--- config.mk ---
export PLATFORM = sky130hd
export DESIGN_NAME = set_bit_iterator
export DESIGN_NICKNAME = d
export VERILOG_FILES = /design/src/rtl/set_bit_iterator_pkg.sv /design/src/rtl/set_bit_iterator_pick.sv /design/src/rtl/set_bit_iterator.sv
export SDC_FILE = /design/constraint.sdc
export NUM_CORES = 1
export LEC_CHECK = 0
export ABC_AREA = 0
export CAP_MARGIN = 5
export CORE_AREA = 2 2 61 63
export DETAILED_ROUTE_END_ITERATION = 16
export DIE_AREA = 0 0 63 65
export GPL_ROUTABILITY_DRIVEN = 0
export PLACE_DENSITY = 0.72
export SLEW_MARGIN = 10
export SYNTH_ARGS = -nofsm -noshare
export SYNTH_HDL_FRONTEND = slang
export SYNTH_SLANG_ARGS = --single-unit
--- constraint.sdc ---
create_clock -name i_clk -period 5.5 [get_ports i_clk]
set_input_delay 1.1 -clock i_clk [delete_from_list [all_inputs] [get_ports i_clk]]
set_output_delay 1.1 -clock i_clk [all_outputs]
set_load 0.02 [all_outputs]
--- src/rtl/set_bit_iterator_pkg.sv ---
// Shared types and helpers for the set-bit iterator.
package set_bit_iterator_pkg;

    typedef enum logic {
        IDLE = 1'b0,
        SCAN = 1'b1
    } iter_state_t;

    localparam logic DIR_LSB = 1'b0;
    localparam logic DIR_MSB = 1'b1;

    // Widest bitmap the popcount helper accepts; callers zero-extend into it.
    localparam int POPCOUNT_MAX_W = 1024;

    // Number of set bits among the low i_width bits of i_vec.
    function automatic int unsigned popcount(input logic [POPCOUNT_MAX_W-1:0] i_vec,
                                             input int                       i_width);
        int unsigned cnt;
        cnt = 0;
        for (int i = 0; i < POPCOUNT_MAX_W; i++) begin
            if (i < i_width && i_vec[i]) begin
                cnt = cnt + 32'd1;
            end
        end
        return cnt;
    endfunction

endpackage

--- src/rtl/set_bit_iterator_pick.sv ---
// Combinational picker: selects the lowest (LSB-first) or highest (MSB-first)
// set bit of the pending bitmap and reports its index and one-hot mask.
module set_bit_iterator_pick
    import set_bit_iterator_pkg::*;
#(
    parameter int WIDTH = 8,
    parameter int IW    = $clog2(WIDTH)
) (
    input  logic [WIDTH-1:0] i_pending,
    input  logic             i_dir,
    output logic [IW-1:0]    o_idx,
    output logic [WIDTH-1:0] o_onehot,
    output logic             o_any
);

    // Later loop iterations overwrite earlier ones, so scan order decides which set bit wins.
    always_comb begin
        o_idx = '0;
        o_any = |i_pending;
        if (i_dir == DIR_MSB) begin
            for (int i = 0; i < WIDTH; i++) begin
                if (i_pending[i]) begin
                    o_idx = IW'(i);
                end
            end
        end else begin
            for (int i = WIDTH - 1; i >= 0; i--) begin
                if (i_pending[i]) begin
                    o_idx = IW'(i);
                end
            end
        end
        o_onehot = '0;
        if (o_any) begin
            o_onehot = WIDTH'(1) << o_idx;
        end
    end

endmodule

--- src/rtl/set_bit_iterator.sv ---
// Set-bit iterator top: accepts a bitmap and streams out the index of every
// set bit, one per handshake, LSB-first or MSB-first.
// Optional feature macro: SET_BIT_ITERATOR_STATS_EN adds a saturating
// o_pop_count output that counts every consumed index.
module set_bit_iterator
    import set_bit_iterator_pkg::*;
#(
    parameter int WIDTH         = 8,
    parameter     INSTANCE_NAME = "",
    localparam int IW           = $clog2(WIDTH),
    localparam int CW           = IW + 1
) (
    input  logic             i_clk,
    input  logic             i_rst_n,
    input  logic             i_load_valid,
    output logic             o_load_ready,
    input  logic [WIDTH-1:0] i_load_data,
    input  logic             i_load_msb,
    output logic             o_idx_valid,
    input  logic             i_idx_ready,
    output logic [IW-1:0]    o_idx,
    output logic             o_idx_last,
    output logic [CW-1:0]    o_remaining,
    output logic             o_zero_load,
`ifdef SET_BIT_ITERATOR_STATS_EN
    output logic [31:0]      o_pop_count,
`endif
    input  logic             i_flush
);

    iter_state_t      r_state;
    iter_state_t      w_stateNext;
    logic [WIDTH-1:0] r_pending;
    logic [WIDTH-1:0] w_pendingNext;
    logic             r_dir;
    logic             w_dirNext;
    logic [CW-1:0]    r_remaining;
    logic [CW-1:0]    w_remainingNext;
    logic             r_zeroLoad;
    logic             w_zeroLoadNext;
    logic             w_loadFire;
    logic             w_popFire;
    logic [IW-1:0]    w_idx;
    logic [WIDTH-1:0] w_onehot;
    logic             w_any;

    set_bit_iterator_pick #(
        .WIDTH (WIDTH),
        .IW    (IW)
    ) u_pick (
        .i_pending (r_pending),
        .i_dir     (r_dir),
        .o_idx     (w_idx),
        .o_onehot  (w_onehot),
        .o_any     (w_any)
    );

    // Index outputs depend only on registered state, never on this cycle's inputs.
    assign o_idx       = w_idx;
    assign o_idx_last  = (r_state == SCAN) && (r_remaining == CW'(1));
    assign o_remaining = r_remaining;
    assign o_zero_load = r_zeroLoad;

    // FSM state register.
    always_ff @(posedge i_clk) begin
        if (!i_rst_n) begin
            r_state <= IDLE;
        end else begin
            r_state <= w_stateNext;
        end
    end

    // Next-state and handshake decode; flush outranks load and pop.
    always_comb begin
        w_stateNext     = r_state;
        w_pendingNext   = r_pending;
        w_dirNext       = r_dir;
        w_remainingNext = r_remaining;
        w_zeroLoadNext  = 1'b0;
        o_load_ready    = (r_state == IDLE);
        o_idx_valid     = (r_state == SCAN) && w_any;
        w_loadFire      = o_load_ready && i_load_valid;
        w_popFire       = o_idx_valid && i_idx_ready;

        if (i_flush) begin
            w_stateNext     = IDLE;
            w_pendingNext   = '0;
            w_remainingNext = '0;
        end else if (w_loadFire) begin
            if (|i_load_data) begin
                w_stateNext     = SCAN;
                w_pendingNext   = i_load_data;
                w_dirNext       = i_load_msb;
                w_remainingNext = CW'(popcount(POPCOUNT_MAX_W'(i_load_data), WIDTH));
            end else begin
                w_zeroLoadNext = 1'b1;
            end
        end else if (w_popFire) begin
            w_pendingNext   = r_pending & ~w_onehot;
            w_remainingNext = r_remaining - CW'(1);
            if (o_idx_last) begin
                w_stateNext = IDLE;
            end
        end
    end

    // Pending bitmap, direction, remaining count and zero-load pulse registers.
    always_ff @(posedge i_clk) begin
        if (!i_rst_n) begin
            r_pending   <= '0;
            r_dir       <= DIR_LSB;
            r_remaining <= '0;
            r_zeroLoad  <= 1'b0;
        end else begin
            r_pending   <= w_pendingNext;
            r_dir       <= w_dirNext;
            r_remaining <= w_remainingNext;
            r_zeroLoad  <= w_zeroLoadNext;
        end
    end

`ifdef SET_BIT_ITERATOR_STATS_EN
    logic [31:0] r_popCount;

    assign o_pop_count = r_popCount;

    // Saturating count of consumed indices; only reset clears it, flush does not.
    always_ff @(posedge i_clk) begin
        if (!i_rst_n) begin
            r_popCount <= '0;
        end else if (w_popFire && !i_flush && (r_popCount != 32'hFFFF_FFFF)) begin
            r_popCount <= r_popCount + 32'd1;
        end
    end
`endif

endmodule

==> results of run 1 <==
## registers in the layout (all words and copies together) (netlist names)
signal and flops:
o_remaining 4, o_zero_load 1, r_dir 1, r_pending 8, r_state 1
## power breakdown
group,internal (mW),switching [mW]
combinational,0.0833,0.0959
clock,0.0281,0.0344
sequential,0.113,0.00568
## cell type report
type / count / area (sq um)
repair buffers: 25 / 248
fillers: 359 / 1580
flip-flops and latches: 15 / 300
multi-input cells: 174 / 1230
clock buffers: 4 / 26.3
inverters: 14 / 52.6
well taps: 48 / 60.1
## cells by family (layout without fill, tap and decap cells)
logic type,count (synthesis),count (layout)
XOR/XNOR,16,16
flip-flops,15,15
multiplexers,8,8
AND/OR/NAND/NOR,89,89
adder cells (fa/ha/maj),10,10
AO/OA/AOI/OAI,51,51
buffers and inverters,25,43
## per-stage QoR
step           hold slack, ns  setup WS, ns  utilization
2_1_floorplan           0.502          1.29            -
3_3_place_gp            0.530         0.329        0.542
3_5_place_dp            0.536         0.221        0.542
4_1_cts                 0.550         0.525        0.549
5_1_grt                 0.586         0.248        0.549
6_report                0.544         0.563        0.549
## Yosys cell counts (6+ instances only)
library cell / count
sky130_fd_sc_hd__nor2b_1: 6
sky130_fd_sc_hd__xor2_1: 6
sky130_fd_sc_hd__o21ai_0: 7
sky130_fd_sc_hd__dfxtp_1: 15
sky130_fd_sc_hd__nor2_1: 21
sky130_fd_sc_hd__mux2i_1: 6
sky130_fd_sc_hd__inv_1: 14
sky130_fd_sc_hd__nand2b_1: 6
sky130_fd_sc_hd__nand2_1: 22
sky130_fd_sc_hd__xnor2_1: 6
sky130_fd_sc_hd__o211ai_1: 6
sky130_fd_sc_hd__a21oi_1: 15
sky130_fd_sc_hd__ha_1: 10
## layer usage
metal	vias up	wire [um]
met4	0	42
li1	808	-
met5	-	0
met3	4	139
met1	720	1810
met2	30	1780
## critical path: cells and delay by family
| family | cells | cell delay (ns) |
|---|---|---|
| xor+xnor | 5 | 1.02 |
| simple gates | 4 | 0.81 |
| mux | 2 | 0.48 |
| compound gates | 1 | 0.10 |
| buf+inv | 2 | 0.63 |
| fa+ha+maj | 3 | 1.02 |
## worst paths after layout
path	start	endpoint	slack [ns]
max	i_load_data[0]	o_remaining[3]	0.56
min	r_pending[1]	r_pending[1]	0.54
max reg2reg	r_pending[0]	r_pending[4]	3.19
min reg2reg	r_pending[1]	r_pending[1]	0.54
==> results, run 1 <==
- From left edge to right edge, the die measures between 60 and 70 um.
- Summed over all layers, the global routing overflow is 0.
- The worst hold path passes through 2 cells.
- The via count of the first global-routing pass is between 1000 and 1500.
- The number of resized instances in the post-cts repair step is 0.
- The highest attainable clock frequency is around 0.20 GHz.
- The multiplexer share of the synthesized area is 0.0571.
- The maximum number of buffers from clock root to sink is 2.
- The area growth from synthesis to layout is 16.8%.
- The xor-xnor portion of the synthesized cell area is 0.114.
- The final cell count without fillers is 280.
- The final critical-path required period is 4.94 ns.
- The slowest stage of the critical path belongs to the cell sky130_fd_sc_hd__clkdlybuf4s50_1.
- Summed over all cells, the static leakage comes to 0.746 nW.
- After clock tree synthesis, the setup repair step added 0 buffers.
- Summed over all nets, the half-perimeter wirelength after detailed placement is 2990 um.
- The placement-stage cell area is around 0.0019 sq mm.
- The clock-pin slew on the worst setup and hold paths is 0.09 ns.
- Measured along the y axis, the die boundary spans 65 um.
- Entering global routing, the biggest net connects 17 pins.
- The total count of hold-check failures in the final report is 0.
- For this run, the total global-route usage over all layers was measured as 0.194.
- After synthesis the netlist holds a flip-flop and latch count of 15.
- The count of vias placed by the detailed router is 1562.
- The number of routed nets with antenna violations is 0.
- Data on the critical path arrives at its endpoint at 5.15 ns.
- The clock reaches the later pin of the worst-skew pair after roughly 0.28 ns.
- The area of the die is 0.00410 sq mm.
- The required time of the worst setup path is 5.71 ns.
- The clock sink count is 15.
- The most common cell after layout, fill and taps aside is sky130_fd_sc_hd__clkdlybuf4s50_1.
- The CTS buffer count is 3.
- Measured in cells, the most critical reg-to-reg path has a length of 6.
- TritonCTS built the clock tree.
- In this run the most used layer during global routing was met2.
- STA classifies the critical path startpoint as a primary input.
- The synthesized-area fraction occupied by ao, oa, aoi and oai cells came to 0.214.
- The register area share after synthesis is 0.183.
- The fraction of post-synthesis cell area in the top cell type by area is 0.183.
- Of all nets on the critical path, the largest fanout is 10.
- Summing all non-filler instances in the final layout gives an area of 0.00192 sq mm.
- Traced cell by cell, the critical path runs through clkdlybuf4s50_1, inv_1, ha_1, xor2_4, ha_1, xor2_1, mux2i_1, mux2i_1, and3_4, ha_1, nand2_1, xor2_1, xnor2_1, xnor2_1, nor4b_1, or4_1, o211ai_1.
- In the routed layout, each cell is associated on average with a via count of about 5.6.
- The synthesized-area fraction occupied by and/or/nand/nor cells is 0.289.
- The average footprint of a synthesized cell is roughly 7.7 sq um.
- The first detailed-routing pass took 4 iterations.
- Port buffering added 24 buffers.
- The count of standard-cell rows is 22.
- Dividing total power by cell area gives a power density of 188 mW/mm^2.
- The first global-routing pass estimated 6490 um of wire.
- Yosys mapped a number of flops with a built-in enable equal to 0.
- CTS built an H-tree with a depth of 1.
- Counting distinct cell types in the post-synthesis netlist gives 57.
- The max-slew headroom at the worst pin is 0.415.
- The detailed router's first-iteration violation count is 100.
- The number of standard cells after synthesis is around 210.
- For this run, global-route usage on met1 was measured as 0.257.
- The type of the most critical hold path is reg2reg.
- The initial core utilization is 0.470.
- On the worst path, the slowest cell contributes a delay of approximately 0.55 ns.
- The kind of capture point of the worst setup path is a flop.
- The fraction of synthesis flops using an asynchronous set or reset pin is 0.
- After the last flow step, the layout net total stands at 257.
- The setup path with the least slack is of type in2reg.
- The run finished with clean final reports.
- Sorting the synthesized cells by area gives the leading types as sky130_fd_sc_hd__dfxtp_1 18%, sky130_fd_sc_hd__ha_1 7.6%, sky130_fd_sc_hd__nand2_1 5.0%.
- The adder-cell share of the synthesized area is 0.0761.
- The initial antenna violation count is 0.
- Counting tap cells, the placed design contains a total of 276 instances.
- The number of max-cap violations is 0.
- The final setup TNS is 0 ns.
- By area, the combinational part of the netlist is dominated by simple AND/OR/NAND/NOR gates.
- Among the stages of the critical path, the cell type that occurs most often is sky130_fd_sc_hd__ha_1.
- In the layout the commonest cells are 24 x sky130_fd_sc_hd__clkdlybuf4s50_1, 22 x sky130_fd_sc_hd__nand2_1, 21 x sky130_fd_sc_hd__nor2_1, 15 x sky130_fd_sc_hd__a21oi_1, 15 x sky130_fd_sc_hd__dfxtp_1.
- The synthesized netlist net count is ~240.
- Setup repair after global routing left no endpoint under its margin.
- The actual transition at the worst max-transition pin is 0.878 ns.
- The final layout contains routed wiring with a total length of 3780 um.
- After detailed routing, the average wire length per cell comes to 13.5 um.
- The DRC violation count after routing is 0.
- For met3 alone, demand over resource in global routing was 0.0278.
- The biggest area consumer among synthesized cells is sky130_fd_sc_hd__dfxtp_1.
- The I/O pin count is 25.
- The number of hold buffers added after CTS was 0.
- The area of the mapped netlist is 0.00164 sq mm.
- The setup violation total in the final timing report is 0.
- After floorplanning, the core was sized to cover 0.00350 sq mm.
- The ratio of final minimum period to clock period is 0.898.
- The number of antenna diodes is 0.
- For the final database, setup skew stands at 0.00241 ns.
- The post-route total power is 360 uW.
- The number of slew-limit violations in the final report is 0.
- The CTS root buffer is sky130_fd_sc_hd__clkbuf_4.
- The share of post-route cells with drive strength above 1 is 0.0603.
- The total of warnings raised by yosys is 0.
- In the global route stage, met2 resource usage came out at 0.327.
- In the synthesized netlist the dominant register cell turns out to be sky130_fd_sc_hd__dfxtp_1.
- The peak ir drop on the vdd network is 0.0723 mV.
No activity file was read; power rests on OpenSTA's default activity.
==> inputs of run 2 (changes only) <==
--- a/config.mk
+++ b/config.mk
@@ -7,11 +7,10 @@
 export LEC_CHECK = 0
 export ABC_AREA = 0
 export CAP_MARGIN = 5
-export CORE_AREA = 2 2 61 63
+export CORE_AREA = 2 2 68 70
 export DETAILED_ROUTE_END_ITERATION = 16
-export DIE_AREA = 0 0 63 65
+export DIE_AREA = 0 0 70 72
 export GPL_ROUTABILITY_DRIVEN = 0
-export PLACE_DENSITY = 0.72
 export SLEW_MARGIN = 10
 export SYNTH_ARGS = -nofsm -noshare
 export SYNTH_HDL_FRONTEND = slang
==> run 2 against run 1 <==
Sequential cell count is the same; non-clock buffer count is the same; final area grew 1.3%; sequential power is essentially flat; largest cell class unchanged; clock-buffer cell count shrank 1; hold slack lost 0.0037 ns; clock power grew 44%; combinational power is essentially flat; sequential share of layout area shrank 0.20 points; global-route usage shrank 3.3 points.
==> results, run 2 (synthesis gave the netlist of run 1 again) <==
- The flow ran to the end, and the final reports show no timing, DRC or antenna violations.
- The number of antenna diodes is 0 (unchanged).
- The maximum net fanout on the critical path came to 10 (unchanged).
- The leakage power came to 0.756 nW (+1.4%).
- The slack of the worst reg-to-reg path is 3.27 ns (+0.08 ns).
- The overall routing resource usage came to 0.161 (-0.0330).
- The library cells used most frequently in the layout, excluding fill and tap cells, are 24 x sky130_fd_sc_hd__clkdlybuf4s50_1, 22 x sky130_fd_sc_hd__nand2_1, 21 x sky130_fd_sc_hd__nor2_1, 15 x sky130_fd_sc_hd__a21oi_1, 15 x sky130_fd_sc_hd__dfxtp_1.
- The switching share of total power is 0.364 (-0.0129).
- The total global routing overflow is 0 (unchanged).
- The worst setup path is of the in2reg kind.
- The number of input and output port buffers inserted was 24 (unchanged).
- The ratio of final minimum period to clock period came to 0.902 (+0.00394).
- The worst register-to-register path ends at r_pending[4].
- The number of resized instances in the post-cts repair step came to 0 (unchanged).
- The timing endpoint of the critical path is o_remaining[3].
- More flip-flops sit in one register than any other, and that register is r_pending.
- The maximum clock skew at final layout came to 0.00747 ns (+0.00506 ns).
- The worst slack on hold paths was 0.541 ns (-0.00367 ns).
- The DRC violation count after routing was 0 (unchanged).
- The reported net switching power came to 141 uW (+4.0%).
- The critical path starts at i_load_data[0].
- The relative contribution of combinational cells to total power came to 0.460 (-0.037).
- The placed wire-length estimate was 3080 um (+2.8%).
- The aggregate routed wire length came to 3880 um (+2.7%).
- The I/O pin count is 25 (unchanged).
- The setup violation total in the final timing report came to 0 (unchanged).
- The post-detailed-route wirelength per cell is 13.7 um (+1.3%).
- The final critical-path required period is 4.96 ns (+0.0216 ns).
- The chip height came to 72 um (+11%).
- TritonCTS built the clock tree.
- The setup fix buffers added after clock tree synthesis was 0 (unchanged).
- The layout-stage area growth over the synthesis result is 18.3%.
- The maximum level of the CTS H-tree is 1 (unchanged).
- The number of flip-flops under the largest register name is 8 (unchanged).
- The highest attainable clock frequency came to 0.202 GHz (-0.44%).
- The max-slew headroom at the worst pin was 0.429 (+0.0143).
- The count of vias placed by the detailed router is 1572 (+0.64%).
- The CTS buffer count is 3 (unchanged).
- The actual transition at the worst max-transition pin is 0.856 ns (-0.0215 ns).
- The internal power of the cells came to 247 uW (+9.9%).
- The register share of total power is 0.307 (-0.022).
- The clock network power share is 0.233 (+0.059).
- The later-pin clock latency in the skew report is 0.25 ns (-0.03 ns).
- The initial antenna violation count is 0 (unchanged).
- The number of cells on the worst reg-to-reg path is 6 (unchanged).
- The area inside the core boundary is 0.00426 sq mm (+22%).
- In this run the worst hold path is classified as reg2reg.
- The root buffer cell chosen for the clock tree is sky130_fd_sc_hd__clkbuf_8.
- Setup repair after global routing left no endpoint under its margin.
- The final setup TNS is 0 ns (unchanged).
- The area of the die is 0.00504 sq mm (+23%).
- The worst hold path depth came to 2 (unchanged).
- The required time of the worst setup path is 5.68 ns (-0.03 ns).
- The worst setup path is launched from a primary input.
- The detailed router's first-iteration violation count came to 74 (-26%).
- The final-layout fill cell count was 445 (+24%).
- The initial core utilization was 0.386 (-0.0847).
- The die boundary width came to 70 um (+11%).
- The critical path arrival is 5.14 ns (about the same).
- STA classifies the critical path endpoint as a flop.
- The number of routed nets with antenna violations is 0 (unchanged).
- The ratio of total power to cell area is 199 mW/mm^2 (+6.3%).
- The clock-pin slew on the worst setup and hold paths was 0.07 ns (-0.02 ns).
- Leaving out fill and tap cells, the most frequent cell in the layout is sky130_fd_sc_hd__clkdlybuf4s50_1.
- In this run the critical register-to-register path is launched from r_pending[0].
- The clock sink count is 15 (unchanged).
- The count of standard-cell rows is 24 (+9.1%).
- The largest net degree at the start of global routing came to 17 (unchanged).
- The maximum number of buffers from clock root to sink is 2 (unchanged).
- The via count of the first global-routing pass is 1410 (-3.2%).
- The wire length of the first global-routing pass is 6670 um (+2.7%).
- The peak ir drop on the vdd network is 0.0936 mV (+29%).
- The mean number of vias per cell is 5.54 (-0.78%).
- The number of slew-limit violations in the final report was 0 (unchanged).
- The number of iterations in the first detailed-routing pass is 4 (unchanged).
- The number of nets in the layout came to 257 (unchanged).
- The count of hold-fix buffers inserted at cts was 0 (unchanged).
- The number of max-cap violations is 0 (unchanged).
- The total count of hold-check failures in the final report is 0 (unchanged).
- The share of post-route cells with drive strength above 1 was 0.0647 (+0.00431).
[run 2: cell types whose count changed in the layout (fill, tap and decap cells not counted)]
cell	change
sky130_fd_sc_hd__clkbuf_1	-1
sky130_fd_sc_hd__clkinv_2	+1
sky130_fd_sc_hd__clkbuf_4	-3
sky130_fd_sc_hd__clkbuf_8	+3
[run 2: power groups by stage]
stage          registers, mW  logic [mW]  clock network (mW)
5_1_grt                0.120       0.202               0.101
3_5_place_dp           0.121       0.179                   0
4_1_cts                0.119       0.180              0.0939
6_report               0.119       0.179              0.0904
2_1_floorplan          0.121       0.135                   0
3_3_place_gp           0.121       0.177                   0
[run 2: final cells by class]
cell class	instances	area [sq um]	share of cell area
clock inverter	1	5.00	0.00257
sequential	15	300	0.154
timing repair buffer	25	248	0.127
multi-input combinational	174	1230	0.634
tap	52	65.1	0.0334
inverter	14	52.6	0.0270
clock buffer	3	41.3	0.0212
[run 2: worst max-delay path: stages]
cell and delay, ns:
sky130_fd_sc_hd__clkdlybuf4s50_1 0.53, sky130_fd_sc_hd__inv_1 0.08, sky130_fd_sc_hd__ha_1 0.55, sky130_fd_sc_hd__xor2_4 0.30, sky130_fd_sc_hd__ha_1 0.33, sky130_fd_sc_hd__xor2_1 0.16, sky130_fd_sc_hd__mux2i_1 0.20, sky130_fd_sc_hd__mux2i_1 0.28
sky130_fd_sc_hd__and3_4 0.22, sky130_fd_sc_hd__ha_1 0.15, sky130_fd_sc_hd__nand2_1 0.07, sky130_fd_sc_hd__xor2_1 0.17, sky130_fd_sc_hd__xnor2_1 0.14, sky130_fd_sc_hd__xnor2_1 0.26, sky130_fd_sc_hd__nor4b_1 0.11, sky130_fd_sc_hd__or4_1 0.40
sky130_fd_sc_hd__o211ai_1 0.10
[run 2: metal layers]
layer  GRT usage  wire length (um)  up-vias
li1            -                 -      809
met1       0.233              1970      730
met2       0.252              1760       31
met3      0.0361               139        2
met4      0.0278                14        0
met5           0                 0        -
[run 2: worst min-delay path by stage]
stage                         endpoint         start  slack [ns]
after floorplan           r_pending[1]  r_pending[1]        0.50
after global routing      r_pending[1]  r_pending[1]        0.59
final                     r_pending[1]  r_pending[1]        0.54
after detailed placement  r_pending[1]  r_pending[1]        0.53
after CTS                 r_pending[1]  r_pending[1]        0.54
after global placement    r_pending[1]  r_pending[1]        0.54
[run 2: stage by stage]
| stage | total power, mW | setup WS [ns] | cell area [sq um] | utilization | cells |
|---|---|---|---|---|---|
| 2_1_floorplan | 0.256 | 1.29 | 1640 | - | 214 |
| 3_3_place_gp | 0.299 | 0.290 | 1900 | 0.445 | 280 |
| 3_5_place_dp | 0.300 | 0.257 | 1900 | 0.445 | 280 |
| 4_1_cts | 0.393 | 0.507 | 1950 | 0.456 | 284 |
| 5_1_grt | 0.423 | 0.195 | 1950 | 0.456 | 284 |
| 6_report | 0.388 | 0.541 | 1950 | 0.456 | 284 |
==> patch (config.mk and constraints of run 2) <==
`WIDTH` is set to 8 in 2 places; all go to 4.
--- a/src/rtl/set_bit_iterator_pick.sv
+++ b/src/rtl/set_bit_iterator_pick.sv
@@ -4,5 +4,5 @@
     import set_bit_iterator_pkg::*;
 #(
-    parameter int WIDTH = 8,
+    parameter int WIDTH = 4,
     parameter int IW    = $clog2(WIDTH)
 ) (
--- a/src/rtl/set_bit_iterator.sv
+++ b/src/rtl/set_bit_iterator.sv
@@ -6,5 +6,5 @@
     import set_bit_iterator_pkg::*;
 #(
-    parameter int WIDTH         = 8,
+    parameter int WIDTH         = 4,
     parameter     INSTANCE_NAME = "",
     localparam int IW           = $clog2(WIDTH),
Interface: changed (resized i_load_data, o_idx and o_remaining); port bits go from 25 to 19. The function was not compared with the original's and may differ.
==> patch against run 2 <==
- worst setup slack better by 2.0 ns
- synthesized cell count down 62%
- via count down 59%
- sequential cell count down 5
- critical path type is now flop to output pin
- wire length down 58%
- area after synthesis down 58%
- total power down 47%
- largest power group is now registers
- cell count down 46%
- final area down 50%
- core utilization down 23 points
- combinational power down 72%
- sequential power down 33%
==> patch: results (changes against run 2) <==
Run status
  • Outcome: completed

Setup path
  • Reg2reg path depth: 4 (-2)
  • CP max FO: 4 (-6)

Clock tree
  • Clk_lat worst skew: 0.23 ns (-0.02 ns)
  • Number of gates resized after CTS: 0 (unchanged)
  • Setup Buffers After CTS: 0 (unchanged)
  • Root buf cell: clkbuf_8
  • Clk buf depth: 2 (unchanged)
  • Number of buffers created by CTS: 3 (unchanged)
  • H-Tree Depth: 1 (unchanged)
  • Reg clk slew, reported paths: 0.05 ns (-0.02 ns)

Synth
  • Commonest cells in the netlist: dfxtp_1, inv_1, a21oi_1, nor2_1, ha_1
  • Total number of yosys warnings: 0 (unchanged)
  • Register area share after synthesis: 29.1% (+11 points)
  • Net Count, Synth: 96 (-60%)
  • Largest cells by area after synthesis: dfxtp_1, ha_1, a21oi_1
  • Post-synth ARST share: 0% (unchanged)
  • Post-synth cell types: 28 (-51%)

Layout
  • Biggest register: r_pending
  • Ant diodes: 0 (unchanged)
  • Share of cells above drive strength 1: 10.0% (+3.5 points)
  • Final net count: 117 (-54%)
  • Max reg flops: 4 (-4)

Power
  • Leak pwr: 0.357 nW (-53%)
  • Maximum vdd drop: 77.3 uV (-17%)
  • Switching share of power: 27.7% (-8.7 points)

Drt
  • Drt pass-1 iters: 4 (unchanged)
  • Vias per cell: 4.26 (-23%)
  • Drt wl/cell: 10.8 um (-21%)
  • DRC marker count from the first detailed-route iteration: 8 (-89%)

Global route
  • Vias in the first global route: 580 (-59%)
  • Initial antenna violation count: 0 (unchanged)
  • First-pass GRT wire length: 2.61 mm (-61%)
  • Largest net degree at the start of global routing: 12 (-5)
  • Total track usage: 6.52% (-9.6 points)

Hold path
  • Hold Crit Class: flop to flop
  • Worst hold stages: 2 (unchanged)

Timing
  • Slew @ Worst Pin: 0.683 ns (-0.173 ns)
  • Clk_skew: 0.00429 ns (-0.00318 ns)

Placement
  • Dpl hpwl: 1.34 mm (-57%)
  • PortBufs: 18 (-25%)
patch: logic make-up (layout without fill, tap and decap cells):
family          Yosys count  count (layout)  synth area share, %
flops                    10              10                 29.1
xor+xnor                  3               3                 3.83
compound gates           21              21                 24.8
mux                       3               3                 4.37
simple gates             28              28                 22.8
fa+ha+maj                 5               5                 9.11
buf+inv                  11              30                 6.01
patch: power groups by stage:
stage / logic, W / registers, W / clock network, W
final: 0.0000508 / 0.0000793 / 0.0000749
after global routing: 0.0000564 / 0.0000797 / 0.0000793
after CTS: 0.0000516 / 0.0000793 / 0.0000764
after detailed placement: 0.0000513 / 0.0000807 / 0
after global placement: 0.0000508 / 0.0000806 / 0
after floorplan: 0.0000310 / 0.0000812 / 0
patch: metrics by stage:
stage / cells / utilization [%] / hold WS (ns) / setup slack, ns / area [um^2]
after floorplan: 81 / - / 0.522 / 3.05 / 687
after CTS: 152 / 22.7 / 0.555 / 2.52 / 966
after global routing: 152 / 22.7 / 0.574 / 2.50 / 966
after global placement: 149 / 21.7 / 0.532 / 2.52 / 925
final: 152 / 22.7 / 0.547 / 2.54 / 966
after detailed placement: 149 / 21.7 / 0.548 / 2.50 / 925
patch: cell type report:
cell class,instances,area [um^2]
Clock buffer,3,41.3
Multi-Input combinational cell,60,445
Fill cell,477,3300
Sequential cell,10,200
Timing Repair Buffer,18,180
Tap cell,52,65.1
Inverter,9,33.8
patch: worst max-delay path, cell delays in order (launching register included):
cell,delay [ns]
dfxtp_1,0.34
or4_4,0.57
and2_4,0.18
clkdlybuf4s50_1,0.54
patch: routing by layer:
layer  share of wire [%]  global-route usage, %  up-vias
li1                    -                      -      331
met1                  54                   8.77      298
met2                  41                   9.31       14
met3                 3.3                   1.39        4
met4                 1.8                   4.49        0
met5                   0                      0        -
patch: final timing paths:
| check | start | end | slack [ns] |
|---|---|---|---|
| worst min register to register | o_remaining[1]$_SDFFE_PP0P_ | o_remaining[1]$_SDFFE_PP0P_ | 0.55 |
| worst min-delay path | o_remaining[1]$_SDFFE_PP0P_ | o_remaining[1]$_SDFFE_PP0P_ | 0.55 |
| worst max register to register | r_state$_SDFFE_PP0P_ | o_remaining[0]$_SDFFE_PP0P_ | 3.72 |
| worst max-delay path | r_pending[3]$_SDFFE_PP0P_ | o_idx_valid | 2.54 |
